==> config.mk <==
export PLATFORM = sky130hd
export DESIGN_NAME = control_sequencer
export DESIGN_NICKNAME = d
export VERILOG_FILES = /design/src/rtl/control_sequencer.sv
export SDC_FILE = /design/constraint.sdc
export NUM_CORES = 1
export LEC_CHECK = 0
export CAP_MARGIN = 20
export CELL_PAD_IN_SITES_DETAIL_PLACEMENT = 0
export CELL_PAD_IN_SITES_GLOBAL_PLACEMENT = 2
export CORE_UTILIZATION = 17
export CTS_BUF_LIST = sky130_fd_sc_hd__clkbuf_4 sky130_fd_sc_hd__clkbuf_8
export DETAILED_ROUTE_END_ITERATION = 10
export GPL_TIMING_DRIVEN = 0
export MAX_ROUTING_LAYER = met4
export PLACE_DENSITY_LB_ADDON = 0.1
export SYNTH_ARGS = -nofsm -noshare
export SYNTH_HDL_FRONTEND = slang
export SYNTH_SLANG_ARGS = --single-unit
==> constraint.sdc <==
create_clock -name clk -period 3.1 [get_ports clk]
set_input_delay 0.93 -clock clk [delete_from_list [all_inputs] [get_ports clk]]
set_output_delay 0.93 -clock clk [all_outputs]
set_load 0.01 [all_outputs]
==> src/rtl/control_sequencer.sv <==
// rtl/control_sequencer.sv - T-state control sequencer for an 8-bit accumulator CPU.
// Optional CTRL_SKIP_IDLE_EN returns to T0 right after an instruction's last active step.
module control_sequencer (
    input  logic        clk,
    input  logic        rst,
    input  logic [3:0]  opcode,
    input  logic        cf,
    input  logic        zf,
    output logic [14:0] control_signals,
    output logic [2:0]  t_state,
    output logic        halted
);

    localparam logic [2:0] S_T0   = 3'd0;
    localparam logic [2:0] S_T1   = 3'd1;
    localparam logic [2:0] S_T2   = 3'd2;
    localparam logic [2:0] S_T3   = 3'd3;
    localparam logic [2:0] S_T4   = 3'd4;
    localparam logic [2:0] S_T5   = 3'd5;
    localparam logic [2:0] S_HALT = 3'd6;

    localparam int B_CP = 14, B_EP = 13, B_LP = 12, B_NLMA = 11, B_NLMD = 10;
    localparam int B_NCE = 9, B_NLR = 8, B_NLI = 7, B_NEI = 6, B_NLA = 5;
    localparam int B_EA = 4, B_SUB = 3, B_EU = 2, B_NLB = 1, B_NLO = 0;

    localparam logic [14:0] IDLE_WORD = 15'h0FE3;

    logic [2:0]  state_q, state_d;
    logic [2:0]  last_step;
    logic [14:0] word;

    always_ff @(posedge clk or posedge rst) begin
        if (rst) begin
            state_q <= S_T0;
        end else begin
            state_q <= state_d;
        end
    end

    // Index of the final active step of the current instruction.
    always_comb begin
        last_step = S_T5;
`ifdef CTRL_SKIP_IDLE_EN
        case (opcode)
            4'h1:                      last_step = S_T4;
            4'h2, 4'h3, 4'h4:          last_step = S_T5;
            4'h5, 4'h6, 4'h7, 4'h8,
            4'hE:                      last_step = S_T3;
            4'hF:                      last_step = S_T5;
            default:                   last_step = S_T2;
        endcase
`endif
    end

    always_comb begin
        state_d = state_q;
        case (state_q)
            S_HALT: state_d = S_HALT;
            S_T3: begin
                if (opcode == 4'hF) begin
                    state_d = S_HALT;
                end else if (last_step == S_T3) begin
                    state_d = S_T0;
                end else begin
                    state_d = S_T4;
                end
            end
            S_T0, S_T1, S_T2, S_T4, S_T5: begin
                if (state_q == last_step || state_q == S_T5) begin
                    state_d = S_T0;
                end else begin
                    state_d = state_q + 3'd1;
                end
            end
            default: state_d = S_T0;
        endcase
    end

    always_comb begin
        word = IDLE_WORD;
        case (state_q)
            S_T0: begin
                word[B_EP]   = 1'b1;
                word[B_NLMA] = 1'b0;
            end
            S_T1: word[B_CP] = 1'b1;
            S_T2: begin
                word[B_NCE] = 1'b0;
                word[B_NLI] = 1'b0;
            end
            S_T3: begin
                case (opcode)
                    4'h1, 4'h2, 4'h3, 4'h4: begin
                        word[B_NEI]  = 1'b0;
                        word[B_NLMA] = 1'b0;
                    end
                    4'h5: begin
                        word[B_NEI] = 1'b0;
                        word[B_NLA] = 1'b0;
                    end
                    4'h6, 4'h7, 4'h8: begin
                        // Conditional jumps fall back to an idle step when not taken.
                        if (opcode == 4'h6 || (opcode == 4'h7 && cf) || (opcode == 4'h8 && zf)) begin
                            word[B_NEI] = 1'b0;
                            word[B_LP]  = 1'b1;
                        end
                    end
                    4'hE: begin
                        word[B_EA]  = 1'b1;
                        word[B_NLO] = 1'b0;
                    end
                    default: word = IDLE_WORD;
                endcase
            end
            S_T4: begin
                case (opcode)
                    4'h1: begin
                        word[B_NCE] = 1'b0;
                        word[B_NLA] = 1'b0;
                    end
                    4'h2, 4'h3: begin
                        word[B_NCE] = 1'b0;
                        word[B_NLB] = 1'b0;
                        word[B_SUB] = (opcode == 4'h3);
                    end
                    4'h4: begin
                        word[B_EA]   = 1'b1;
                        word[B_NLMD] = 1'b0;
                    end
                    default: word = IDLE_WORD;
                endcase
            end
            S_T5: begin
                case (opcode)
                    4'h2, 4'h3: begin
                        word[B_EU]  = 1'b1;
                        word[B_NLA] = 1'b0;
                        word[B_SUB] = (opcode == 4'h3);
                    end
                    4'h4: word[B_NLR] = 1'b0;
                    default: word = IDLE_WORD;
                endcase
            end
            default: word = IDLE_WORD;
        endcase
    end

    assign control_signals = rst ? IDLE_WORD : word;
    assign t_state         = (state_q == S_HALT) ? S_T0 : state_q;
    assign halted          = (state_q == S_HALT);

endmodule

# [Word level (Yosys, flattened, before mapping)]
# Cells that the tools add are included.
[op_classes] addsub=1 div_mod_pow=0 muxes=29 shift=0 n_eq_ne=16 mul=0 bitwise=0 n_lt_le_gt_ge=0 n_reduce_logical=11
[op_table] op="one-hot mux 7 bit (3 select lines)" count=1
[op_table] op="2-to-1 mux 1 bit" count=19
[op_table] op="equality test 4 x 3 -> 1 bit, second input constant" count=4
[op_table] op="2-to-1 mux 15 bit" count=1
[op_table] op="equality test 4 bit, second input constant" count=3
[op_table] op="OR reduction 5 bit" count=2
[op_table] op="equality test 3 bit, second input constant" count=3
[op_table] op="one-hot mux 3 bit (3 select lines)" count=1
[op_table] op="equality test 4 x 2 -> 1 bit, second input constant" count=2
[op_table] op="equality test 3 x 2 -> 1 bit, second input constant" count=2
[op_table] op="2-to-1 mux 3 bit" count=2
[op_table] op="one-hot mux 1 bit (2 select lines)" count=3
[op_table] op="OR reduction 3 bit" count=2
[op_table] op="equality test 4 x 1 -> 1 bit, second input constant" count=1
[op_table] op="2-to-1 mux 2 bit" count=2
[op_table] op="OR reduction 4 bit" count=1
[op_table] op="adder 3 x 1 -> 3 bit, second input constant" count=1
[op_table] op="equality test 3 x 1 -> 1 bit, second input constant" count=1
[op_table] op="zero test 3 bit" count=1
[op_table] op="logical AND 1 bit" count=2
[op_table] op="logical OR 1 bit" count=2
[op_table] op="OR reduction 2 bit" count=1
[word_totals] out_inout_bits=19 inputBits=8 n_memories=0 mem_bits_rw=0 latch_bits=0 regBits=3 mem_bits_ro=0

# [Longest topological paths before layout]
[logic_depth] ltp_word=8 depth_mapped=6 mapped_depth_nobuf=5

# [Worst setup path before layout]
# OpenSTA, ideal clock, no wires.
[synth_timing] path_type="input to output" start="input opcode[1]" end="output control_signals[5]" t_required_ns=2.170 path_stages=4 arrival_time_ns=2.322 slack_ns=-0.152 path_cell_list="buf_6 or4b_1 a22o_1 or4_1"
[synth_via] elab_chain_cells=5 elab_cells_between_ends=10 classes_between="eq/ne (4); mux (5); reduce/logical (1)"
[synth_lines] element="start, declared" line_no="6" source="input logic [3:0] opcode,"
[synth_lines] element="equality test 4 x 2 -> 1 bit" line_no="134" source="case (opcode)"
[synth_lines] element="OR reduction 2 bit" line_no="134"
[synth_lines] element="2-to-1 mux 1 bit" line_no="134"
[synth_lines] element="one-hot mux 7 bit (3 select lines) *" line_no="81" source="case (state_q)"
[synth_lines] element="2-to-1 mux 15 bit *" line_no="148" source="assign control_signals = rst ? IDLE_WORD : word;"
[synth_lines] element="end, declared" line_no="9" source="output logic [14:0] control_signals,"
# Every way passes the cells marked *; elsewhere a longest branch is shown, timed or not.

# [Final worst setup path]
# Same ends and word-level chain as after synthesis.

==> metrics.txt <==
Pleak=0.376 nW; Most used DFF post-synth=dfrtp_1; Synth top cells by count=nor2_1, a21oi_1, inv_1; largest net degree at the start of global routing=13; H-tree depth=1; max FFs per register=3; clock buffer depth=2; Hold Vio Cnt, Final=0; CP Data Arrival Time=2.39 ns; DRT Wirelength=1780 um; CP Cell Sequence=buf_12 > or4b_4 > a22o_1 > or4_4 > buf_6; placed cell area=783 um^2; ratio of cells with drive above 1 in the final layout=35.5%; VDD IR-drop max=0.000363 V; Regs by FF count=state_q: 3 flops; most common cell in the netlist=nor2_1; clock sinks=3; DP HPWL=1300 um; CP Capture Type=primary output; worst skew pair latency=0.23 ns; Synth Area per Inst=6.74 um^2; Yosys top cell area share=15.3%; post-route cell area=920 um^2; Post-synth ARST share=100%; skew final=0.000451 ns; global-route wire length before repair=2990 um; Critical Path RT=2.17 ns; crit path kind=input pin to primary output; Yosys warnings=0; WL/cell=12.9 um; Hold WC Path Type=flip-flop to flip-flop; Tot GR Track Use=12.4%; Die Height=55.8 um; fin util=33.3%; Slew Limit Fails=0; final period utilization=107%; critical path startpoint category=input pin; Reg with most FFs=state_q; Antenna Nets Post-Route=0; P&R area growth vs syn=87.0%; layout net count=117; slowest CP cell=or4b_4; Top delay family on crit path=simple AND/OR/NAND/NOR gates; Synth area leader=dfrtp_1; failing checks=setup timing; Post-synth EDFFs=0; CTS buffer count=3; number of max-cap violations=0; relative slew slack=72.5%; synth unique cells=35; initial antenna violation count=0; die area=3110 um^2; register bit count reported by yosys=3; WP buf/inv=2; Root Buffer=clkbuf_4; P per Cell Area=622 nW/um^2; Worst-Margin Slew=0.412 ns; die width=55.8 um; DRT Pass-1 Iters=4; Synth Net Count=82; fmax=0.301 GHz; Post-Synthesis Cells=73; GP Congestion=0.712; Clock Pin Slew Worst Setup and Hold Paths=0.03 ns; sequential share of the synthesized area=15.3%; status=finished, violations left; starting density of the core=17.8%; Ports=27; hold_buf cts=0; vias in the first global route=660; initial DRC count=13; FP Rows=19; min cycle time layout=3.32 ns; total gr overflow=0; worst stage delay on the critical path=0.52 ns; vias per inst=4.76; TritonCTS clock tree=yes; final setup violation count=3; top cells by area, synth=dfrtp_1, nor2_1, a21oi_1, or4_1, nor3_1; FILL cells=306; RSZ-0062 raised after global routing=yes; total inserted antenna cells=0; via count=657; total power=0.572 mW; Cell Area, Synth=492 um^2; Worst Path Max Fanout=10; post-route worst setup slack=-0.223 ns; port bufs=24; core box area=2760 um^2; drt drc=0
## logic make-up (layout without fill, tap and decap cells)
group | Yosys count | after routing | share of synthesized area [%]
adder cells (fa/ha/maj) | 1 | 1 | 2.54
buffers and inverters | 12 | 46 | 11.2
flip-flops | 3 | 3 | 15.3
AND/OR/NAND/NOR | 42 | 42 | 51.1
AO/OA/AOI/OAI | 15 | 15 | 19.8
## worst register-to-register path, delay by kind of cell (launching register included)
kind | cells | cell delay, ns
buffers and inverters | 1 | 0.19
adders and majority gates | 1 | 0.33
and+or+nand+nor | 3 | 0.57
DFF | 1 | 0.40
## per-stage QoR
step | worst slack (ns) | std cells | setup TNS (ns) | hold WS [ns]
after floorplan | -0.0339 | 73 | -0.0339 | 0.677
after global placement | -1.04 | 128 | -8.36 | 0.793
after detailed placement | -1.04 | 128 | -8.14 | 0.827
after CTS | -0.242 | 135 | -0.351 | 0.691
after global routing | -0.263 | 138 | -0.473 | 0.735
final | -0.223 | 138 | -0.273 | 0.680
## report_power, final
part           internal (mW)  leakage [nW]  switching, mW
Clock                 0.0568        0.0184         0.0185
Combinational          0.199         0.322          0.204
Sequential            0.0598        0.0363         0.0339
Total                  0.315         0.376          0.256
## final timing paths
kind                       slack, ns       start  depth (start not counted)                 end
max                            -0.22   opcode[1]                          5  control_signals[5]
min                             0.68  state_q[0]                          2          state_q[0]
max reg2reg                     1.49  state_q[1]                          5          state_q[2]
min reg2reg                     0.68  state_q[0]                          2          state_q[0]
max in group asynchronous       2.15         rst                          3          state_q[0]
min in group asynchronous       0.85         rst                          3          state_q[2]
## layout by cell type (no fill, tap or decap), types with 2 or more instances in the layout
cell             Yosys  layout
clkdlybuf4s50_1      0      10
nor2_1               7       6
buf_4                0       6
clkbuf_4             0       5
dlygate4sd2_1        0       5
buf_2                1       5
nand2_1              4       4
a21oi_1              5       4
nor2b_1              3       3
inv_1                5       3
buf_6                1       3
o21ai_0              3       3
dfrtp_1              3       3
clkbuf_2             1       2
and2_1               2       2
inv_2                0       2
buf_12               0       2
nand2b_1             2       2
or4_4                0       2
nor3_1               4       2
or4b_4               0       2
nand3b_1             2       2
or3_1                2       2
nand3_1              3       2
nor4_1               2       2
or4_1                3       2
## metal layers
layer / vias up / track usage (%) / share of wire, %
met5: - / - / 0
met3: 0 / 1.63 / 5.0
met4: 0 / 5.36 / 0
met2: 22 / 18.8 / 46
met1: 300 / 16.7 / 49
li1: 335 / - / -
## layout make-up
class                      instances  area (um^2)  area share [%]
buffer                             6         70.1            7.62
inverter                           5         18.8            2.04
clock buffer                       4         30.0            3.27
multi-input combinational         58          410            44.6
tap                               31         38.8            4.22
sequential                         3         75.1            8.16
timing repair buffer              31          277            30.1
## what timing repair did
action                                  CTS  global route
buffers inserted                          4             3
gates resized for setup                  52            13
pin swaps                                 5             4
endpoints found under the setup margin   14             9
(Power assumes the default switching activity.)
